**src/rtl/fetch_pkg.sv**
```systemverilog
// Shared widths, constants and types for the instruction fetch unit.
package fetch_pkg;

  localparam int unsigned PC_W       = 12;
  localparam int unsigned INST_W     = 19;
  localparam int unsigned FQ_DEPTH   = 4;
  localparam int unsigned FQ_CNT_W   = 3;
  localparam int unsigned FQ_ENTRY_W = INST_W + PC_W;

  localparam logic [INST_W-1:0] HALT_INST = 19'h7FFFF;
  localparam logic [INST_W-1:0] NOP_INST  = '0;

  typedef enum logic [1:0] {
    FETCH = 2'd0,
    DROP  = 2'd1,
    HALT  = 2'd2
  } fetch_state_e;

  typedef struct packed {
    logic [INST_W-1:0] inst;
    logic [PC_W-1:0]   pc;
  } fq_entry_t;

endpackage

```
**src/rtl/fetch_fifo.sv**
```systemverilog
// Four-entry instruction queue of {inst, pc+1}; flush empties it in one edge.
module fetch_fifo
  import fetch_pkg::*;
(
  input  logic                  clk_i,
  input  logic                  rst_ni,
  input  logic                  push_i,
  input  logic                  pop_i,
  input  logic                  flush_i,
  input  logic [FQ_ENTRY_W-1:0] data_i,
  output logic [FQ_CNT_W-1:0]   count_o,
  output logic [FQ_ENTRY_W-1:0] head_o
);

  localparam int unsigned PTR_W = $clog2(FQ_DEPTH);

  logic [FQ_ENTRY_W-1:0] mem_q [FQ_DEPTH];
  logic [PTR_W-1:0]      rd_q, rd_d;
  logic [PTR_W-1:0]      wr_q, wr_d;
  logic [FQ_CNT_W-1:0]   cnt_q, cnt_d;

  always_comb begin
    rd_d  = rd_q;
    wr_d  = wr_q;
    cnt_d = cnt_q;
    if (flush_i) begin
      rd_d  = '0;
      wr_d  = '0;
      cnt_d = '0;
    end else begin
      if (push_i) wr_d = wr_q + PTR_W'(1);
      if (pop_i)  rd_d = rd_q + PTR_W'(1);
      cnt_d = cnt_q + FQ_CNT_W'(push_i) - FQ_CNT_W'(pop_i);
    end
  end

  always_ff @(posedge clk_i or negedge rst_ni) begin
    if (!rst_ni) begin
      rd_q  <= '0;
      wr_q  <= '0;
      cnt_q <= '0;
    end else begin
      rd_q  <= rd_d;
      wr_q  <= wr_d;
      cnt_q <= cnt_d;
    end
  end

  // Storage needs no reset: the head is only observed while the count is non-zero.
  always_ff @(posedge clk_i) begin
    if (push_i && !flush_i) mem_q[wr_q] <= data_i;
  end

  assign count_o = cnt_q;
  assign head_o  = mem_q[rd_q];

endmodule

```
**src/rtl/fetch_unit.sv**
```systemverilog
// Instruction fetch: registered single-outstanding memory requests feeding a
// 4-entry queue, with redirect flush, in-flight drop and halt handling.
module fetch_unit
  import fetch_pkg::*;
(
  input  logic              clk,
  input  logic              rst,
  output logic              imem_req,
  output logic [PC_W-1:0]   imem_addr,
  input  logic              imem_ack,
  input  logic [INST_W-1:0] imem_data,
  input  logic              stall,
  input  logic              redirect,
  input  logic [PC_W-1:0]   redirect_pc,
  output logic              if_valid,
  output logic [INST_W-1:0] if_inst,
  output logic [PC_W-1:0]   if_pc,
  output logic              halted
);

  fetch_state_e        state_q, state_d;
  logic [PC_W-1:0]     fetch_pc_q, fetch_pc_d;
  logic [PC_W-1:0]     target_q, target_d;
  logic                req_q, req_d;

  logic                push, pop, flush, ack_hs, fq_valid;
  logic                room_push, room_nopush;
  logic [FQ_CNT_W-1:0] fq_count, cnt_push, cnt_nopush;
  fq_entry_t           fq_head, push_entry;

  assign fq_valid   = (fq_count != '0);
  assign pop        = fq_valid && !stall && !redirect;
  assign ack_hs     = req_q && imem_ack;
  assign push_entry = '{inst: imem_data, pc: fetch_pc_q + PC_W'(1)};

  // Only one request is ever outstanding, so "room" means the queue will still
  // have a free slot after this edge's push/pop.
  assign cnt_push    = fq_count + FQ_CNT_W'(!pop);
  assign cnt_nopush  = fq_count - FQ_CNT_W'(pop);
  assign room_push   = (cnt_push < FQ_CNT_W'(FQ_DEPTH));
  assign room_nopush = (cnt_nopush < FQ_CNT_W'(FQ_DEPTH));

  fetch_fifo u_fifo (
    .clk_i   (clk),
    .rst_ni  (rst),
    .push_i  (push),
    .pop_i   (pop),
    .flush_i (flush),
    .data_i  (push_entry),
    .count_o (fq_count),
    .head_o  (fq_head)
  );

  always_ff @(posedge clk or negedge rst) begin
    if (!rst) begin
      state_q    <= FETCH;
      fetch_pc_q <= '0;
      target_q   <= '0;
      req_q      <= 1'b0;
    end else begin
      state_q    <= state_d;
      fetch_pc_q <= fetch_pc_d;
      target_q   <= target_d;
      req_q      <= req_d;
    end
  end

  always_comb begin
    state_d    = state_q;
    fetch_pc_d = fetch_pc_q;
    target_d   = target_q;
    req_d      = req_q;
    push       = 1'b0;
    flush      = redirect;
    unique case (state_q)
      FETCH: begin
        if (redirect) begin
          // An unacked request cannot be withdrawn: keep its address on the bus.
          if (req_q && !imem_ack) begin
            state_d  = DROP;
            target_d = redirect_pc;
          end else begin
            fetch_pc_d = redirect_pc;
            req_d      = 1'b1;
          end
        end else if (ack_hs) begin
          push       = 1'b1;
          fetch_pc_d = fetch_pc_q + PC_W'(1);
          if (imem_data == HALT_INST) begin
            state_d = HALT;
            req_d   = 1'b0;
          end else begin
            req_d = room_push;
          end
        end else if (!req_q) begin
          req_d = room_nopush;
        end
      end
      DROP: begin
        if (redirect) target_d = redirect_pc;
        if (ack_hs) begin
          state_d    = FETCH;
          fetch_pc_d = redirect ? redirect_pc : target_q;
          req_d      = 1'b1;
        end
      end
      HALT: begin
        req_d = 1'b0;
        if (redirect) begin
          state_d    = FETCH;
          fetch_pc_d = redirect_pc;
          req_d      = 1'b1;
        end
      end
      default: begin
        state_d = FETCH;
        req_d   = 1'b0;
      end
    endcase
  end

  always_comb begin
    imem_req  = req_q;
    imem_addr = fetch_pc_q;
    if_valid  = fq_valid;
    if_inst   = fq_valid ? fq_head.inst : NOP_INST;
    if_pc     = fq_valid ? fq_head.pc : '0;
    halted    = (state_q == HALT);
  end

endmodule

```
**config.mk**
```make
export PLATFORM = sky130hd
export DESIGN_NAME = fetch_unit
export DESIGN_NICKNAME = d
export VERILOG_FILES = /design/src/rtl/fetch_pkg.sv /design/src/rtl/fetch_fifo.sv /design/src/rtl/fetch_unit.sv
export SDC_FILE = /design/constraint.sdc
export NUM_CORES = 1
export LEC_CHECK = 0
export ABC_AREA = 0
export BUFFER_PORTS_ARGS = -buffer_cell sky130_fd_sc_hd__buf_2
export CORE_AREA = 5 5 150 152
export DETAILED_ROUTE_END_ITERATION = 8
export DIE_AREA = 0 0 155 157
export HOLD_SLACK_MARGIN = 0.03
export SKIP_CTS_REPAIR_TIMING = 1
export SYNTH_ARGS = -nofsm -noshare
export SYNTH_HDL_FRONTEND = slang
export SYNTH_SLANG_ARGS = --single-unit
```
**constraint.sdc**
```tcl
create_clock -name clk -period 6.9 [get_ports clk]
set_input_delay 1.38 -clock clk [delete_from_list [all_inputs] [get_ports clk]]
set_output_delay 1.38 -clock clk [all_outputs]
set_load 0.1 [all_outputs]
```
==> results.ini <==
[job]
cap_violations=0

[synth]
synthArstFlopShare_pct=21.52
yosysWarnings=0
yosys-top-cells-area=edfxtp_1, dfrtp_1, mux4_2
synth.distinct_cells=65
synth_edf_count=124
synth_top_area_share_pct=51.54
ys_seq_elements=158
synth_area_per_cell_um2=15.47
synth_fp_nets=516
synthCells=467
seq_area_frac_synth_pct=63.32
netlist_area_mm2=0.007224
yosysTopAreaCell=edfxtp_1
synthFlopType=edfxtp_1

[status]
status=complete, no violations

[detailed_routing]
drtAntennaViolNets=0
routed_via_density=5.149
dr.pass1.iters=5
vias=4299
wire_per_inst_um=18.17
totalWireLength_um=15170
drc=0
drt_iter0_drc=349

[global_routing]
antenna_found_initial=0
grt-ovfl-total=0
grt_pass1_vias=4372
grt_max_degree=46
grt_pass1_wl_um=24320
grt_usage_pct=12.93

[timing]
finalClockSkew_ns=0.006888
setup_tns_ns=0
drv_slew=0
rsz0062_at_grt=no
relSlewSlack_pct=43.46
period_share_pct=56.67
finalSetupViolCount=0
min_period_ns=3.910
max_slew.worst_pin.slew_ns=0.8482
fmax_mhz=255.7
hold_viol=0

[setup_path]
path_delay_family=buffers and inverters
cp_slowest_stage_delay_ns=0.61
path_depth=4
regToRegSetupSlack_ns=4.21
crit_type=reg -> out
crit_fanout=22
critPathLaunchType=register
critical-path-slowest-cell=dfrtp_2
crit_chain=buf_4, mux4_2, nor2b_1, buf_2
crit_buf_inv=2
required_ns=5.52
r2r_cells=6
critPathArrivalTime_ns=2.53
cp-end-kind=primary output

[min_path]
worstHoldPathType=reg -> reg
min_path_cells=1

[final_layout]
diodes=0
multiInputGateArea_mm2=0.002449
mostFrequentLayoutCell=edfxtp_1
layout.area.seq_mm2=0.004576
layout-drive-gt1-share_pct=31.25
area_delta_synth_final_pct=17.46
layout_common_cells=edfxtp_1, buf_2, nor2b_1
nNetsFinal=596
n_fill_cell=1943

[die]
die_x_um=155
rows=53
start_util_pct=34.59
die_h_um=157
io_pins=82
coreArea_mm2=0.02089
die_area_mm2=0.02434

[place]
dp_hpwl_um=10580
routabilityCongestion=0.7690
placement.io_buffers=81

[clock_network]
clock_sinks=158
cts_root_buf=clkbuf_16
clk_pin_slew_ns=0.07
clockBufferDepth=2
clk_latency_ns=0.42
cts_tree=built
htreeDepth=4
cts_buffers=17

-- state kept, by name, summed over array words and instances (netlist names) --
register,cells
state_q,2
u_fifo.rd_q,2
target_q,12
u_fifo.count_o,3
u_fifo.wr_q,2
imem_req,1
imem_addr,12
u_fifo.mem_q,124
-- worst register-to-register path, delay by kind of cell, from the launching register on --
kind	cells	cell delay, ns
adder cells (fa/ha/maj)	1	0.41
buffers and inverters	2	0.54
flip-flops	1	0.42
AND/OR/NAND/NOR	3	0.98
-- layer usage --
metal  wire (um)  GRT usage, %  up-vias
li1            -             -     1984
met1        6724         16.97     2162
met2        7407         21.02      142
met3         919         3.657       11
met4         119         3.911        0
met5           0             0        -
-- cell families after synthesis --
kind of cell,share of synthesized area [%]
AO/OA/AOI/OAI,7.534
XOR/XNOR,1.212
adder cells (fa/ha/maj),2.355
buffers and inverters,2.875
flip-flops,63.32
multiplexers,13.11
AND/OR/NAND/NOR,9.595
-- through the flow --
stage	util (%)	setup WS, ns	std cells	instance area, um^2	hold WS [ns]
3_3_place_gp	37.72	3.368	803	7879	0.4739
5_1_grt	40.62	2.751	835	8486	0.5171
4_1_cts	40.62	2.891	835	8486	0.4979
6_report	40.62	2.990	835	8486	0.4937
3_5_place_dp	37.72	3.325	803	7879	0.4829
2_1_floorplan	-	3.139	467	7224	0.4635
-- cell usage after synthesis (all sizes together) (4+ instances only) --
cell type,number
nor2b,36
ha,12
o21ai,10
a221oi,4
xnor2,6
or2,4
edfxtp,124
nor2,10
a21o,4
nand4,5
inv,14
mux4,31
nand2,21
and2,5
nand3,10
clkbuf,6
mux2i,5
mux2,17
o21a,5
a31oi,7
buf,21
dfrtp,34
xor2,4
a22o,5
nor3,8
nand2b,4
a21oi,17
nor4,6
-- worst paths after layout --
kind,start,endpoint
worst max-delay path,u_fifo.rd_q[0]$_DFFE_PN0P_,if_pc[9]
worst min-delay path,target_q[7]$_DFFE_PN0P_,target_q[7]$_DFFE_PN0P_
worst max register to register,state_q[0]$_DFFE_PN0P_,u_fifo.mem_q[0][30]$_DFFE_PP_
worst min register to register,target_q[7]$_DFFE_PN0P_,target_q[7]$_DFFE_PN0P_
max in group asynchronous,rst,u_fifo.rd_q[0]$_DFFE_PN0P_
min in group asynchronous,rst,target_q[4]$_DFFE_PN0P_
-- cell type report --
type / instances / area share (%)
timing repair buffer: 88 / 5.397
sequential: 158 / 53.92
multi-input combinational: 268 / 28.86
tap: 275 / 4.055
clock inverter: 14 / 2.094
clock buffer: 18 / 5.058
inverter: 14 / 0.6193
Power is not shown: default switching activity piles up to over one toggle a cycle in this logic, so the estimate is an artifact.
